## src/rtl/goldminer_pkg.sv

```systemverilog
// Shared object definitions for the gold-miner playfield: object types, sprite geometry and
// small helpers used by the slot manager and the renderer.
package goldminer_pkg;

   typedef enum logic [3:0] {
      FILLER     = 4'd0,
      VALUABLE_1 = 4'd1,
      VALUABLE_2 = 4'd2,
      VALUABLE_3 = 4'd3,
      ROCK_1     = 4'd4
   } obj_type_e;

   localparam int unsigned OBJECT_WIDTH         = 32;
   localparam int unsigned OBJECT_HEIGHT        = 32;
   localparam logic [7:0]  TRANSPARENT_ENCODING = 8'hFF;

   typedef enum logic [1:0] {
      StIdle,
      StScan,
      StHeld
   } slot_state_e;

   function automatic logic is_valuable(input logic [3:0] t);
      return (t >= 4'(VALUABLE_1)) && (t <= 4'(VALUABLE_3));
   endfunction

endpackage

```

## src/rtl/obj_hit_test.sv

```systemverilog
// Combinational point-in-box test against one object; an empty (FILLER) object never hits.
// Compares are done 12 bits wide so the far edge cannot wrap.
module obj_hit_test
   import goldminer_pkg::*;
#(
   parameter int unsigned BOX_W = OBJECT_WIDTH,
   parameter int unsigned BOX_H = OBJECT_HEIGHT
) (
   input  logic [10:0] obj_x_i,
   input  logic [10:0] obj_y_i,
   input  logic [3:0]  obj_type_i,
   input  logic [10:0] pt_x_i,
   input  logic [10:0] pt_y_i,
   output logic        hit_o
);

   logic [11:0] x0, y0, x1, y1, px, py;

   always_comb begin
      x0    = {1'b0, obj_x_i};
      y0    = {1'b0, obj_y_i};
      x1    = x0 + 12'(BOX_W);
      y1    = y0 + 12'(BOX_H);
      px    = {1'b0, pt_x_i};
      py    = {1'b0, pt_y_i};
      hit_o = (obj_type_i != 4'(FILLER)) && (x0 <= px) && (px < x1) && (y0 <= py) && (py < y1);
   end

endmodule

```

## src/rtl/object_slot_manager.sv

```systemverilog
// Object table with load, sequential hook hit scan, held-object tracking and render read port.
// Optional macro VALUABLE_COUNTER_EN enables the valuables_left / level_clear counter.
module object_slot_manager
   import goldminer_pkg::*;
#(
   parameter int unsigned NUM_SLOTS = 8,
   parameter int unsigned OBJ_SIZE  = OBJECT_WIDTH
) (
   input  logic                         clk,
   input  logic                         resetN,
   input  logic                         load_valid,
   input  logic [$clog2(NUM_SLOTS)-1:0] load_slot,
   input  logic [10:0]                  load_x,
   input  logic [10:0]                  load_y,
   input  logic [3:0]                   load_type,
   output logic                         load_ready,
   input  logic                         grab_req,
   input  logic [10:0]                  hook_x,
   input  logic [10:0]                  hook_y,
   output logic                         grab_done,
   output logic                         grab_hit,
   output logic [$clog2(NUM_SLOTS)-1:0] grab_slot,
   output logic [3:0]                   grab_type,
   input  logic                         follow_valid,
   input  logic [10:0]                  follow_x,
   input  logic [10:0]                  follow_y,
   input  logic                         release_req,
   output logic                         held_valid,
   output logic [3:0]                   collected_type,
   output logic                         collected_pulse,
   input  logic [$clog2(NUM_SLOTS)-1:0] render_idx,
   output logic [10:0]                  render_x,
   output logic [10:0]                  render_y,
   output logic [3:0]                   render_type,
   output logic [4:0]                   valuables_left,
   output logic                         level_clear
);

   localparam int unsigned IW = $clog2(NUM_SLOTS);
   localparam int unsigned CW = IW + 1;

   slot_state_e state_q, state_d;
   logic [10:0] x_q   [NUM_SLOTS];
   logic [10:0] x_d   [NUM_SLOTS];
   logic [10:0] y_q   [NUM_SLOTS];
   logic [10:0] y_d   [NUM_SLOTS];
   logic [3:0]  typ_q [NUM_SLOTS];
   logic [3:0]  typ_d [NUM_SLOTS];

   logic [10:0]   hook_x_q, hook_x_d, hook_y_q, hook_y_d;
   logic [CW-1:0] scan_cnt_q, scan_cnt_d;
   logic          hit_found_q, hit_found_d;
   logic [IW-1:0] hit_slot_q, hit_slot_d;
   logic [3:0]    hit_type_q, hit_type_d;
   logic          grab_done_q, grab_done_d, grab_hit_q, grab_hit_d;
   logic [IW-1:0] grab_slot_q, grab_slot_d;
   logic [3:0]    grab_type_q, grab_type_d;
   logic          held_valid_q, held_valid_d;
   logic [3:0]    collected_type_q, collected_type_d;
   logic          collected_pulse_q, collected_pulse_d;

   logic [IW-1:0] scan_idx;
   logic          scan_hit;

   assign scan_idx = scan_cnt_q[IW-1:0];

   obj_hit_test #(
      .BOX_W(OBJ_SIZE),
      .BOX_H(OBJ_SIZE)
   ) u_hit (
      .obj_x_i   (x_q[scan_idx]),
      .obj_y_i   (y_q[scan_idx]),
      .obj_type_i(typ_q[scan_idx]),
      .pt_x_i    (hook_x_q),
      .pt_y_i    (hook_y_q),
      .hit_o     (scan_hit)
   );

   always_comb begin
      state_d           = state_q;
      x_d               = x_q;
      y_d               = y_q;
      typ_d             = typ_q;
      hook_x_d          = hook_x_q;
      hook_y_d          = hook_y_q;
      scan_cnt_d        = scan_cnt_q;
      hit_found_d       = hit_found_q;
      hit_slot_d        = hit_slot_q;
      hit_type_d        = hit_type_q;
      grab_done_d       = 1'b0;
      grab_hit_d        = grab_hit_q;
      grab_slot_d       = grab_slot_q;
      grab_type_d       = grab_type_q;
      collected_type_d  = 4'd0;
      collected_pulse_d = 1'b0;

      unique case (state_q)
         StIdle: begin
            if (load_valid) begin
               x_d[load_slot]   = load_x;
               y_d[load_slot]   = load_y;
               typ_d[load_slot] = load_type;
            end
            if (grab_req) begin
               hook_x_d    = hook_x;
               hook_y_d    = hook_y;
               scan_cnt_d  = '0;
               hit_found_d = 1'b0;
               hit_slot_d  = '0;
               hit_type_d  = 4'd0;
               state_d     = StScan;
            end
         end
         StScan: begin
            // One extra cycle after the last slot fixes the result latency at NUM_SLOTS+1.
            if (scan_cnt_q == CW'(NUM_SLOTS)) begin
               grab_done_d = 1'b1;
               grab_hit_d  = hit_found_q;
               grab_slot_d = hit_slot_q;
               grab_type_d = hit_type_q;
               state_d     = hit_found_q ? StHeld : StIdle;
            end else begin
               if (scan_hit && !hit_found_q) begin
                  hit_found_d = 1'b1;
                  hit_slot_d  = scan_idx;
                  hit_type_d  = typ_q[scan_idx];
               end
               scan_cnt_d = scan_cnt_q + CW'(1);
            end
         end
         StHeld: begin
            if (release_req) begin
               typ_d[grab_slot_q] = 4'(FILLER);
               collected_type_d   = typ_q[grab_slot_q];
               collected_pulse_d  = 1'b1;
               state_d            = StIdle;
            end else if (follow_valid) begin
               x_d[grab_slot_q] = follow_x;
               y_d[grab_slot_q] = follow_y;
            end
         end
         default: state_d = StIdle;
      endcase

      held_valid_d = (state_d == StHeld);
   end

   always_ff @(posedge clk or negedge resetN) begin
      if (!resetN) begin
         state_q           <= StIdle;
         for (int i = 0; i < NUM_SLOTS; i++) begin
            x_q[i]   <= '0;
            y_q[i]   <= '0;
            typ_q[i] <= '0;
         end
         hook_x_q          <= '0;
         hook_y_q          <= '0;
         scan_cnt_q        <= '0;
         hit_found_q       <= 1'b0;
         hit_slot_q        <= '0;
         hit_type_q        <= '0;
         grab_done_q       <= 1'b0;
         grab_hit_q        <= 1'b0;
         grab_slot_q       <= '0;
         grab_type_q       <= '0;
         held_valid_q      <= 1'b0;
         collected_type_q  <= '0;
         collected_pulse_q <= 1'b0;
      end else begin
         state_q           <= state_d;
         x_q               <= x_d;
         y_q               <= y_d;
         typ_q             <= typ_d;
         hook_x_q          <= hook_x_d;
         hook_y_q          <= hook_y_d;
         scan_cnt_q        <= scan_cnt_d;
         hit_found_q       <= hit_found_d;
         hit_slot_q        <= hit_slot_d;
         hit_type_q        <= hit_type_d;
         grab_done_q       <= grab_done_d;
         grab_hit_q        <= grab_hit_d;
         grab_slot_q       <= grab_slot_d;
         grab_type_q       <= grab_type_d;
         held_valid_q      <= held_valid_d;
         collected_type_q  <= collected_type_d;
         collected_pulse_q <= collected_pulse_d;
      end
   end

   assign load_ready      = (state_q == StIdle);
   assign grab_done       = grab_done_q;
   assign grab_hit        = grab_hit_q;
   assign grab_slot       = grab_slot_q;
   assign grab_type       = grab_type_q;
   assign held_valid      = held_valid_q;
   assign collected_type  = collected_type_q;
   assign collected_pulse = collected_pulse_q;
   assign render_x        = x_q[render_idx];
   assign render_y        = y_q[render_idx];
   assign render_type     = typ_q[render_idx];

`ifdef VALUABLE_COUNTER_EN
   logic [4:0] val_q, val_d;
   logic       level_clear_q, level_clear_d;

   // Loads and releases are mutually exclusive (IDLE vs HELD), so one update per cycle suffices.
   always_comb begin
      val_d         = val_q;
      level_clear_d = 1'b0;
      if (state_q == StIdle && load_valid) begin
         val_d = val_q + {4'd0, is_valuable(load_type)} - {4'd0, is_valuable(typ_q[load_slot])};
      end
      if (state_q == StHeld && release_req && is_valuable(typ_q[grab_slot_q])) begin
         val_d         = val_q - 5'd1;
         level_clear_d = (val_q == 5'd1);
      end
   end

   always_ff @(posedge clk or negedge resetN) begin
      if (!resetN) begin
         val_q         <= '0;
         level_clear_q <= 1'b0;
      end else begin
         val_q         <= val_d;
         level_clear_q <= level_clear_d;
      end
   end

   assign valuables_left = val_q;
   assign level_clear    = level_clear_q;
`else
   assign valuables_left = 5'd0;
   assign level_clear    = 1'b0;
`endif

endmodule
```

## config.mk

```make
export PLATFORM = sky130hd
export DESIGN_NAME = object_slot_manager
export DESIGN_NICKNAME = d
export VERILOG_FILES = /design/src/rtl/goldminer_pkg.sv /design/src/rtl/obj_hit_test.sv /design/src/rtl/object_slot_manager.sv
export SDC_FILE = /design/constraint.sdc
export NUM_CORES = 1
export LEC_CHECK = 0
export CORE_UTILIZATION = 40
export CTS_BUF_LIST = sky130_fd_sc_hd__clkbuf_4 sky130_fd_sc_hd__clkbuf_8 sky130_fd_sc_hd__clkbuf_16
export CTS_CLUSTER_SIZE = 8
export DETAILED_ROUTE_END_ITERATION = 7
export DONT_BUFFER_PORTS = 1
export MAX_ROUTING_LAYER = met4
export SYNTH_ARGS = -nofsm -noshare
export SYNTH_HDL_FRONTEND = slang
export SYNTH_SLANG_ARGS = --single-unit
```

## constraint.sdc

```tcl
create_clock -name clk -period 4.3 [get_ports clk]
set_input_delay 1.075 -clock clk [delete_from_list [all_inputs] [get_ports clk]]
set_output_delay 1.075 -clock clk [all_outputs]
set_load 0.1 [all_outputs]
```

[Yosys cells after proc, flatten, opt, wreduce, memory -nomap -nowiden]
Cells that the tools add are included.
Word-level totals
  input port bits: 82
  register bits after elaboration: 259
  word-level logic and storage cells: 156
Operators by class
  reductions and logical operators: 18
  equality and inequality tests: 11
  $add $sub $neg: 3
  bitwise operators: 6
  $lt $le $gt $ge: 10
  multiplexer cells: 70
Operators with widths (number)
  $mux 88: 6
  $bwmux 88: 4
  $pmux 88 s2: 2
  $bmux 11 s3: 4
  $mux 11: 10
  $demux 11 s3: 2
  $mux 32: 2
  $pmux 32 s2: 1
  $mux 4: 14
  $bmux 4 s3: 3
  $and 32x32->32: 1
  $bwmux 32: 1
  $not 32->32: 1
  $add 11x6->12 const B: 2
  $demux 4 s3: 2
  $lt 11x12->1: 2
  $le 11x11->1: 2
  $ge 4x4->1 const B: 4
  $not 3->4: 4
  $pmux 4 s2: 2
  $ne 2x2->1 const B: 6
  $mux 3: 3
  $lt 4x1->1 const B: 2
  $mux 2: 4
  17 further kinds: 34

[Depth between registers and ports, before layout]
  depth after elaboration: 13
  gate-level depth with buffers: 15
  depth with buffers taken out: 12

[Cells and area by module]
Synthesis repeated with hierarchy kept, for this count alone.
Second synthesis, totals
  cell total of the unflattened synthesis: 1394
  area total of the unflattened synthesis: 16547.1 µm²
Modules (own cells, without submodules)
  object_slot_manager: area each 15323.4 µm², cells each 1230, instances 1
  obj_hit_test: area each 1223.7 µm², cells each 164, instances 1

[Worst setup path before layout]
OpenSTA, ideal clock, no wires.
  path kind: input -> output
  from: in render_idx[0]
  to: out render_type[3]
  path slack: 306 ps
  required time: 3225 ps
  arrival time: 2919 ps
  stages on the path: 4
  path buffers: 2
  cells stage by stage: clkbuf_1 buf_1 mux4_2 mux2_2
Between the ends
  word-level cells in the longest chain between the ends: 4
Ends and longest elaborated chain
  from (decl): RTL line object_slot_manager.sv:31  | input logic [$clog2(NUM_SLOTS)-1:0] render_idx,
  $not 3->4 (not written as such): RTL line object_slot_manager.sv:200  | assign render_type = typ_q[render_idx];
  $bmux 4 s3: RTL line object_slot_manager.sv:200
  $mux 4 (not written as such) (2 in series): RTL line object_slot_manager.sv:200
  to (decl): RTL line object_slot_manager.sv:34  | output logic [3:0] render_type,
No other way between the ends. The select of a mux whose other input is x is not followed.

[Worst setup path after layout]
  from: reg scan_cnt_q[0]
  to: reg hit_slot_q[0]
Between the ends
  word-level cells in the longest chain between the ends: 12
Ends and longest elaborated chain
  from (decl): RTL line object_slot_manager.sv:51  | logic [CW-1:0] scan_cnt_q, scan_cnt_d;
  from (signal assigned): RTL line object_slot_manager.sv:176  | scan_cnt_q <= scan_cnt_d;
  $not 3->4 (not written as such): RTL line object_slot_manager.sv:71, object_slot_manager.sv:72, object_slot_manager.sv:73
  $bmux 11 s3 / $bmux 4 s3 (equally long branches): RTL line object_slot_manager.sv:71, object_slot_manager.sv:73
  $mux 11 (not written as such) / $mux 4 (equally long branches) (2 in series): RTL line object_slot_manager.sv:71, object_slot_manager.sv:73
  $add 11x6->12 (tied with other cells): RTL line obj_hit_test.sv:22  | x1 = x0 + 12'(BOX_W);
  $lt 11x12->1 / $logic_and 1x1->1 (equally long branches): RTL line obj_hit_test.sv:26  | hit_o = (obj_type_i != 4'(FILLER)) && (x0 <= px) && (px < x1) && (y0 <= py) && (py < y1);
  $logic_and 1x1->1 (3 in series): RTL line obj_hit_test.sv:26
  $logic_and 1x1->1: RTL line object_slot_manager.sv:123  | if (scan_hit && !hit_found_q) begin
  $ne 2x2->1 (no source line)
  $reduce_and 4->1 (no source line)
  to (signal assigned): RTL line object_slot_manager.sv:178  | hit_slot_q <= hit_slot_d;
  to (decl): RTL line object_slot_manager.sv:53  | logic [IW-1:0] hit_slot_q, hit_slot_d;
Parallel ways exist; a longest one is shown, timed or not. The select of a mux whose other input is x is not followed.
A chain may end at the register's enable or synchronous reset.

==> flow_summary.json <==
{
  "outcome": "finished clean",
  "drt-initial-drc-count": 1497,
  "reg2reg_depth": 12,
  "cts_max_path_buffers": 3,
  "pwr_density_cell_nw_per_um2": 667,
  "dr.pass1.iters": 5,
  "critical_path_class": "reg -> reg",
  "core_area_um2": 39000,
  "viasPerCell": 6.56,
  "cts.htree.levels": 2,
  "synth_top_area_share_pct": 40.5,
  "setup_viol": 0,
  "path_max_fanout": 15,
  "cts_sinks": 259,
  "final_max_slew_viol_count": 0,
  "synth_simple_gate_area_share_pct": 10.4,
  "drv_cap": 0,
  "critPathTopFamily": "simple AND/OR/NAND/NOR gates",
  "ys_ff_latch": 259,
  "crit_buf_inv": 2,
  "worstReg2RegEnd": "hit_slot_q[0]",
  "worst_pin_slew_ps": 1070,
  "synthTopCellsByCount": "259 x dfrtp_1, 238 x nand2_1, 193 x o21ai_0, 182 x a22oi_1, 126 x clkbuf_1",
  "cp_slowest_stage_delay_ps": 660,
  "grt_antenna_before_repair": 0,
  "synth_mux_area_share_pct": 19.1,
  "crit_required_ps": 4750,
  "cts_tree": "done",
  "grt_pass1_vias": 13198,
  "ys_seq_area_share_pct": 40.5,
  "wl_um": 56000,
  "yosys-top-cells-area": "dfrtp_1 41%, mux4_2 14%, a22oi_1 8.5%",
  "wire_per_inst_um": 28.1,
  "r2r_start": "scan_cnt_q[0]",
  "cp-start-kind": "flop",
  "synth.avg_cell_area_um2": 10.2,
  "period_minus_slack_ps": 3970,
  "grt_pass1_wl_um": 85200,
  "clk_latency_ps": 550,
  "postCtsSetupBuffers": 0,
  "grt_remaining_overflow": 0,
  "crit_arrival_ps": 4420,
  "rows": 72,
  "yosysUniqueCellTypes": 56,
  "chipHeight_um": 202,
  "finClkSkew_ps": 25.8,
  "cts_root_buffer": "clkbuf_16",
  "dieArea_um2": 40800,
  "p_leak_nw": 7.10,
  "dp_cells": 1949,
  "tns_ps": 0,
  "n_antenna_cell": 0,
  "finalHoldViolCount": 0,
  "initial_utilization_pct": 41.0,
  "die_x_um": 202,
  "cts-buffers-inserted": 38,
  "critical_path.most_common_cell": "o21ai_0",
  "grt_setup_unrepaired": "false",
  "synthFlopType": "dfrtp_1",
  "io_buffers": 0,
  "drc": 0,
  "synth_top_family_by_area": "compound AO/OA/AOI/OAI gates",
  "synthAdderAreaFrac_pct": 3.76,
  "syn_area_um2": 16000,
  "routabilityCongestion": 0.920,
  "grt_usage_pct": 28.6,
  "place_hpwl_um": 34600,
  "clk_pin_slew_ps": 50,
  "stdcell_count": 1995,
  "hold_buffers": 0,
  "vias": 13085,
  "synth-compound-area-share_pct": 20.1,
  "timing.slew.headroom_pct": 28.4,
  "synth_edf_count": 0,
  "fin_crit_sh_pct": 92.4,
  "synth.largest_area_cell": "dfrtp_1",
  "ys_async_sr_fraction_pct": 100,
  "grt_max_degree": 260,
  "yosysMostFrequentCell": "dfrtp_1",
  "ctsResizeCount": 0,
  "syn_inst": 1560,
  "critical_path.cell_chain": "buf_4, mux4_2, mux2i_1, inv_1, ha_1, nor2b_1, o21ai_0, a31oi_1, o21ai_0, nand4b_1, nor4_4, o2bb2ai_1",
  "ant_nets": 0,
  "drive_gt1_share_pct": 17.7,
  "yosysWarnings": 0,
  "nets": 1601,
  "endpoint_kind": "flop",
  "synth-xor-area-share_pct": 0.493,
  "min-delay-path-class": "in -> async",
  "max_freq_mhz": 252,
  "pin_count": 130,
  "max-vdd-ir-drop_mv": 0.290,
  "cpMaxStageDelayCell": "dfrtp_4",
  "rrSetupSlack_ps": 330,
  "synthToLayoutAreaGrowth_pct": 9.03
}
==> final cells by class <==
class | instances | area [µm²]
Inverter | 44 | 165
Tap cell | 518 | 648
Clock inverter | 3 | 62.6
Fill cell | 3636 | 21600
Sequential cell | 259 | 6490
Multi-Input combinational cell | 1086 | 8720
Clock buffer | 43 | 1010
Timing Repair Buffer | 42 | 340
==> worst max path at each step <==
stage,depth (start not counted),endpoint,startpoint
6_report,12,hit_slot_q[0],scan_cnt_q[0]
5_1_grt,12,hit_type_q[3],scan_cnt_q[0]
4_1_cts,13,hit_slot_q[0],scan_cnt_q[0]
3_5_place_dp,12,hit_slot_q[0],scan_cnt_q[0]
3_3_place_gp,13,hit_type_q[0],scan_cnt_q[0]
2_1_floorplan,4,render_type[3],render_idx[0]
==> layer usage <==
layer	GRT usage (%)	vias up	wire (µm)
met3	7.13	161	5680
li1	-	5579	-
met1	37.5	6593	22800
met2	42.1	752	25100
met4	12.1	0	2390
met5	-	-	0
==> placed cells by master (no fill, tap or decap), drive strengths merged, types with 13 or more instances in the layout <==
master / n
dfrtp: 259
nand2: 239
o21ai: 193
a22oi: 182
mux4: 106
ha: 48
inv: 44
mux2: 44
clkbuf: 43
buf: 42
nor2: 39
a21oi: 35
a32o: 32
and2: 27
mux2i: 15
nor2b: 13
==> metrics by stage <==
step / instance area (µm²) / total power, W / hold slack (ps) / setup slack (ps) / util (%)
2_1_floorplan: 16000 / 0.00744 / 458 / 306 / -
3_3_place_gp: 16400 / 0.00866 / 472 / 486 / 41.9
3_5_place_dp: 16400 / 0.00876 / 487 / 441 / 41.9
4_1_cts: 17400 / 0.0116 / 212 / 410 / 44.7
5_1_grt: 17400 / 0.0122 / 242 / 121 / 44.7
6_report: 17400 / 0.0116 / 263 / 327 / 44.7
==> where the power goes <==
part | leakage, nW | internal [W] | total (W) | switching, W
clock | 0.527 | 0.00170 | 0.00282 | 0.00113
combinational | 3.13 | 0.00192 | 0.00471 | 0.00279
sequential | 3.45 | 0.00309 | 0.00410 | 0.00101
total | 7.10 | 0.00670 | 0.0116 | 0.00493
==> sequential cells by signal (all words and copies together), names as in the netlist, 4 cells and up <==
signal / count
x_q: 88
grab_type: 4
y_q: 88
hook_y_q: 11
typ_q: 32
hook_x_q: 11
scan_cnt_q: 4
hit_type_q: 4
collected_type: 4
==> cells by family (layout without fill, tap and decap cells) <==
| family | after synthesis | count (layout) |
|---|---|---|
| other | 1 | 6 |
| flip-flops | 259 | 259 |
| multiplexers | 165 | 165 |
| AND/OR/NAND/NOR | 369 | 369 |
| AO/OA/AOI/OAI | 489 | 489 |
| buffers and inverters | 220 | 132 |
| adder cells (fa/ha/maj) | 48 | 48 |
| XOR/XNOR | 9 | 9 |
Power figures use the tool's default switching activity.
